**src/rtl/hs_pkg.sv**
```systemverilog
// Shared constants and types for the two-phase handshake receiver.
// Build option: HS_RX_SYNC3_EN selects a 3-flop request synchroniser (default 2).
package hs_pkg;

    localparam int HS_DATA_W = 3;

`ifdef HS_RX_SYNC3_EN
    localparam int HS_SYNC_STAGES = 3;
`else
    localparam int HS_SYNC_STAGES = 2;
`endif

    typedef logic [HS_DATA_W-1:0] hs_data_t;

endpackage

```
**src/rtl/hs_sync.sv**
```systemverilog
// N-flop bit synchroniser, asynchronous active-low reset to 0.
module hs_sync #(
    parameter int STAGES = 2
) (
    input  logic clk,
    input  logic rst_n,
    input  logic d,
    output logic q
);

    logic [STAGES-1:0] chain;

    // Shift the asynchronous input through the flop chain.
    always_ff @(posedge clk or negedge rst_n) begin
        if (!rst_n) begin
            chain <= '0;
        end else begin
            chain <= {chain[STAGES-2:0], d};
        end
    end

    assign q = chain[STAGES-1];

endmodule

```
**src/rtl/hs_rx_sink.sv**
```systemverilog
// Clocked sink for a two-phase bundled-data handshake: synchronises the
// request, captures data into a small FIFO, toggles the acknowledge and
// presents entries on a valid/ready stream.
// Build option: HS_RX_SYNC3_EN (3-flop request synchroniser, see hs_pkg).
module hs_rx_sink
    import hs_pkg::*;
#(
    parameter int DATA_W = HS_DATA_W,
    parameter int DEPTH  = 4
) (
    input  logic                       clk,
    input  logic                       rst_n,
    input  logic                       req_in,
    input  logic [DATA_W-1:0]          data_in,
    output logic                       ack_out,
    output logic                       out_valid,
    output logic [DATA_W-1:0]          out_data,
    input  logic                       out_ready,
    output logic [$clog2(DEPTH):0]     level
);

    localparam int AW = $clog2(DEPTH);
    localparam int LW = AW + 1;

    logic              req_s;
    logic              pending;
    logic              full;
    logic              wr_en;
    logic              rd_en;
    logic [AW-1:0]     wr_ptr;
    logic [AW-1:0]     rd_ptr;
    logic [DATA_W-1:0] mem [DEPTH];

    hs_sync #(.STAGES(HS_SYNC_STAGES)) u_req_sync (
        .clk   (clk),
        .rst_n (rst_n),
        .d     (req_in),
        .q     (req_s)
    );

    // A token is outstanding whenever the synchronised request and our ack differ.
    // Full is taken from the registered level, so a read at full frees the
    // slot only for the following edge (no pass-through).
    assign pending   = req_s != ack_out;
    assign full      = level == LW'(DEPTH);
    assign out_valid = level != '0;
    assign wr_en     = pending && !full;
    assign rd_en     = out_valid && out_ready;
    assign out_data  = mem[rd_ptr];

    // Storage is deliberately not reset; contents are qualified by level.
    always_ff @(posedge clk) begin
        if (wr_en) begin
            mem[wr_ptr] <= data_in;
        end
    end

    // Pointers, occupancy and acknowledge toggle.
    always_ff @(posedge clk or negedge rst_n) begin
        if (!rst_n) begin
            wr_ptr  <= '0;
            rd_ptr  <= '0;
            level   <= '0;
            ack_out <= 1'b0;
        end else begin
            if (wr_en) begin
                wr_ptr  <= wr_ptr + AW'(1);
                ack_out <= ~ack_out;
            end
            if (rd_en) begin
                rd_ptr <= rd_ptr + AW'(1);
            end
            if (wr_en && !rd_en) begin
                level <= level + LW'(1);
            end else if (rd_en && !wr_en) begin
                level <= level - LW'(1);
            end
        end
    end

endmodule

```
**config.mk**
```make
export PLATFORM = sky130hd
export DESIGN_NAME = hs_rx_sink
export DESIGN_NICKNAME = d
export VERILOG_FILES = /design/src/rtl/hs_pkg.sv /design/src/rtl/hs_sync.sv /design/src/rtl/hs_rx_sink.sv
export SDC_FILE = /design/constraint.sdc
export NUM_CORES = 1
export LEC_CHECK = 0
export CORE_MARGIN = 2
export CORE_UTILIZATION = 46
export DETAILED_ROUTE_END_ITERATION = 10
export PLACE_DENSITY = 0.73
export SYNTH_ARGS = -nofsm -noshare
export SYNTH_HDL_FRONTEND = slang
export SYNTH_SLANG_ARGS = --single-unit
```
**constraint.sdc**
```tcl
create_clock -name clk -period 1.95 [get_ports clk]
set_input_delay 0.585 -clock clk [delete_from_list [all_inputs] [get_ports clk]]
set_output_delay 0.585 -clock clk [all_outputs]
set_load 0.02 [all_outputs]
```
-- Yosys cells after proc, flatten, opt, wreduce, memory -nomap -nowiden
Memories as Yosys holds them, arrays and structs flattened.
Index checks and enable logic that the tools add are counted.
- register bits: 10
- bits in writable memories: 12
- bits of input ports: 7
- memories: 1
- output and inout bits: 8
- memory list (name ; words ; width ; rd ports ; clocked after Yosys merged registers in ; write ports ; RTL line ; RTL):
    mem ; 4 ; 3 ; 1 ; 0 ; 1 ; hs_rx_sink.sv:32 ; logic [DATA_W-1:0] mem [DEPTH];
- muxes and demuxes: 4
- eq/ne operators: 2
- $add $sub $neg: 4
- bitwise gates (word level): 1
- reduce and logical (&&, ||, !) cells: 9
- operators with widths (kind ; count):
    2-to-1 mux 3 bit ; 2
    adder 2 x 1 -> 2 bit, second input constant ; 2
    logical AND 1 bit ; 4
    adder 3 x 1 -> 3 bit, second input constant ; 1
    equality test 3 bit, second input constant ; 1
    logical NOT 1 bit ; 3
    nonzero test 3 bit ; 1
    subtractor 3 x 1 -> 3 bit, second input constant ; 1
    2-to-1 mux 1 bit ; 2
    nonzero test 2 bit ; 1
    inequality test 1 bit ; 1
    NOT 1 bit ; 1

-- Longest topological paths before layout
- depth in word-level cells: 7
- depth in mapped cells: 8

-- Modules after synthesis
From an unflattened synthesis, not the netlist that was laid out.
- cells, all modules: 56
- area total of the unflattened synthesis: 960.9 sq um
- modules (own cells, without submodules) (module ; area each (sq um) ; instances ; cells each):
    hs_rx_sink ; 910.9 ; 1 ; 54
    hs_sync ; 50.0 ; 1 ; 2

-- Worst setup path after synthesis
OpenSTA, ideal clock, no wires.
- kind: reg2reg
- start: register level[1]
- end: register level[2]
- path slack: -0.137 ns
- arrival time: 2.007 ns
- library setup time: 0.080 ns
- stages on the path, launching flop included: 9
- required time: 1.870 ns
- cell sequence: dfrtp_1 or3_4 nand2_4 ha_1 inv_1 fa_1 xor2_1 nor2_1 xor2_1
- RTL lines (element ; RTL line ; RTL):
    start, declared ; hs_rx_sink.sv:19 ; output logic [$clog2(DEPTH):0] level
    start signal, assigned ; hs_rx_sink.sv:74 ; level <= level + LW'(1);
    start signal, assigned ; hs_rx_sink.sv:76 ; level <= level - LW'(1);
    nonzero test 3 bit * ; hs_rx_sink.sv:46 ; assign out_valid = level != '0;
    via out_valid ; hs_rx_sink.sv:16 ; output logic out_valid,
    logical AND 1 bit * ; hs_rx_sink.sv:48 ; assign rd_en = out_valid && out_ready;
    logical NOT 1 bit ; hs_rx_sink.sv:73 ; if (wr_en && !rd_en) begin
    logical AND 1 bit ; hs_rx_sink.sv:73 ;
    2-to-1 mux 3 bit or nonzero test 2 bit (tied branches) ; - ;
The timed path passes the listed nets; every way through them passes the cells marked *. The select of a mux whose other input is x is not followed.
A chain may end at the register's enable or synchronous reset.

-- Worst setup path in the final report
- start: register rd_ptr[0]
- end: output port out_data[1]
- word-level cells in the longest chain between the ends: 1
- RTL lines (element ; RTL line ; RTL):
    start, declared ; hs_rx_sink.sv:31 ; logic [AW-1:0] rd_ptr;
    start signal, assigned ; hs_rx_sink.sv:71 ; rd_ptr <= rd_ptr + AW'(1);
    memory (4 x 3 bit) ; - ;
    end, declared ; hs_rx_sink.sv:17 ; output logic [DATA_W-1:0] out_data,
Every way passes these cells.

==> results by group <==
Timing
  – Slew @ Worst Pin: 0.434 ns
  – Clock skew: ~0.0025 ns
  – Post-route setup slack: -0.0448 ns
  – Tmin final: approximately 2 ns
  – # setup viols final: 3
  – Slew HR: between 70% and 80%
  – Final worst hold slack: roughly 0.37 ns
  – Ratio of final minimum period to clock period: 102%
  – Unrepaired setup endpoints after global routing: yes
  – Final max-slew violation count: 0
  – Final Hold Viols: 0
  – Max Clk Rate: approximately 500 MHz
  – Fin Setup TNS: -0.124 ns

Setup path
  – Crit-path max cell delay: roughly 0.52 ns
  – Worst setup path startpoint: rd_ptr[0]
  – Reg2reg start: level[0]
  – Endpoint class of the critical path: primary output
  – Crit-path cells: mux4_2 > buf_6
  – Startpoint types: flip-flop
  – Arrival time of the worst setup path: about 1.4 ns
  – RR Endpoint: level[2]
  – Worst path slowest cell: mux4_2
  – R2R setup slack: around 0.070 ns
  – WP data required: roughly 1.4 ns
  – Crit-path max FO: 4
  – R2R depth: 8
  – Crit path kind: reg -> out

Drt
  – Initial DRC Count: 9
  – Vias: just over 500
  – DR WL/cell: between 10 and 15 um
  – Avg Vias per Cell: ~4.7
  – DRC errors left: 0
  – Post-route ant nets: 0
  – Drt first pass iters: 3
  – Routed WL: ~1.5 mm

Synth
  – Post-synthesis sequential area ratio: a little under two thirds
  – Distinct cell type count after synthesis: 18
  – Post-Synthesis Cells: between 50 and 60
  – Post-synthesis average cell area: ~17 um2
  – Post-synthesis cell area: approximately 960 um2
  – Top cells by area, synth: edfxtp_1 (38%), dfrtp_1 (26%), mux4_2 (7.0%)
  – Biggest area consumer among synthesized cells: edfxtp_1
  – FF+latch count, synth: 22
  – Synth warn: 0
  – Mapped Nets: 69
  – Top cell type's share of synthesized area: between 30% and 40%

Cells and area
  – Post-layout util: between 60% and 70%
  – # diodes: 0
  – Leading cell type in the layout, fill and taps excluded: edfxtp_1
  – Layout Nets: 96
  – Layout cells sized above 1: between 40 and 50%
  – Area Growth Syn to Fin: 29.4%
  – Non-Filler Instances: between 100 and 150
  – Commonest cells after routing, fill and taps aside: edfxtp_1 (12), buf_4 (9), dfrtp_1 (7), clkdlybuf4s50_1 (7), xnor2_1 (5)
  – Cell area after layout: approximately 0.0012 mm2

Clock tree
  – Clk buf depth: 2
  – Clock Latency Late Sink: between 0.2 and 0.3 ns
  – CTS clk-pin slew, worst paths: roughly 0.11 ns
  – Post-cts hold buffer count: 0
  – Root buf cell: clkbuf_4
  – # H-tree levels: 1
  – CTS Buf Count: 3
  – Sink Count: 22
  – TritonCTS clock tree: yes

Die
  – Die Footprint: 0.00247 mm2
  – Die W: 49.7 um
  – Die Ht: roughly 50 um
  – CORE AREA: about 0.0020 mm2
  – Starting Density: roughly half
  – Row count: 16
  – Ports: 15

Place
  – Placed cell area: roughly 0.0012 mm2
  – Post-DP HPWL: between 1 and 1.5 mm
  – Placed insts: around 100
  – Pre-CTS setup slack: -0.248 ns
  – I/O Buffers: 14
  – Gpl congestion: roughly 0.83

Hold path
  – Hold Path Class: reg -> reg
  – Hold path start: u_req_sync.chain[0]
  – Hold path cells: 0
  – Worst Hold End: u_req_sync.chain[1]

Global routing
  – Total track usage: about 15%
  – Grt met3 use: under 10%
  – Met1 Use GR: around 19%
  – Routing usage on met2: 23.8%
  – Antenna violations before repair: 0
  – Total grt overflow: 0
  – Gr busiest metal: met2
  – Largest net degree at the start of global routing: 13
  – First-pass GRT wire length: about 2.6 mm
  – Number of global-route vias before repair: 587

Pwr
  – LEAKAGE: around 0.50 nW
  – Cell area power density: approximately 1600 mW/mm2
  – Design Power: 1.99 mW
  – Maximum VDD drop: slightly above 0.7 mV

Run
  – Max-Cap Viols: 0

Run status
  – Failing checks: negative setup slack
  – Status: complete, but fails checks
worst max-delay path, delay by kind of cell, from the launching register on:
kind,cells,cell delay [ns]
buf+inv,1,0.15
flops,1,0.44
mux,1,0.52
logic make-up after synthesis:
kind of cell | Yosys count | share of synthesized area, %
flops | 22 | 63.5
simple gates | 10 | 7.16
xor+xnor | 7 | 6.38
mux | 6 | 10.9
fa+ha+maj | 6 | 8.59
buf+inv | 4 | 1.69
compound gates | 1 | 1.69
routing by layer:
layer,wire [um],part of all wire (%)
met3,46,3.1
met4,15,1.0
met2,765,52
met1,641,44
met5,0,0
where the power goes:
part,internal [mW],leakage [nW],switching [mW]
logic,0.561,0.258,0.471
clock network,0.0796,0.0150,0.124
registers,0.654,0.224,0.0965
worst max-delay path by stage:
stage | end | slack (ns) | cells past startpoint
after CTS | out_data[1] | -0.07 | 2
after floorplan | level[2] | -0.03 | 8
after global routing | out_data[2] | -0.11 | 2
after detailed placement | level[1] | -0.25 | 6
after global placement | level[1] | -0.22 | 6
final | out_data[1] | -0.04 | 2
cells in the mapped netlist:
library cell,instances
nor2_1,2
buf_2,1
and2_1,4
edfxtp_1,12
inv_1,3
nand3_2,1
dfrtp_1,10
nand2_4,1
xnor2_1,5
mux4_2,3
ha_1,5
mux2_4,1
or3_4,1
mux2_2,2
nand2_1,1
xor2_1,2
fa_1,1
a21oi_4,1
state kept, by name, indices dropped and copies added, names as in the netlist:
signal and flops:
rd_ptr 2, wr_ptr 2, level 3, u_req_sync.chain 2, ack_out 1, mem 12
cell type report:
class                           instances  area, um2
Clock buffer                            4       26.3
Tap cell                               27       33.8
Sequential cell                        22        614
Timing Repair Buffer                   23        203
Multi-Input combinational cell         30        355
Inverter                                3       11.3
Fill cell                             173        718
what timing repair did:
item / CTS / global route
resized for setup: 25 / 2
hold endpoints to repair: 0 / 0
endpoints found under the setup margin: 8 / 4
buffers inserted: 1 / 0
pin swaps: 0 / 2
(Power assumes the default switching activity.)
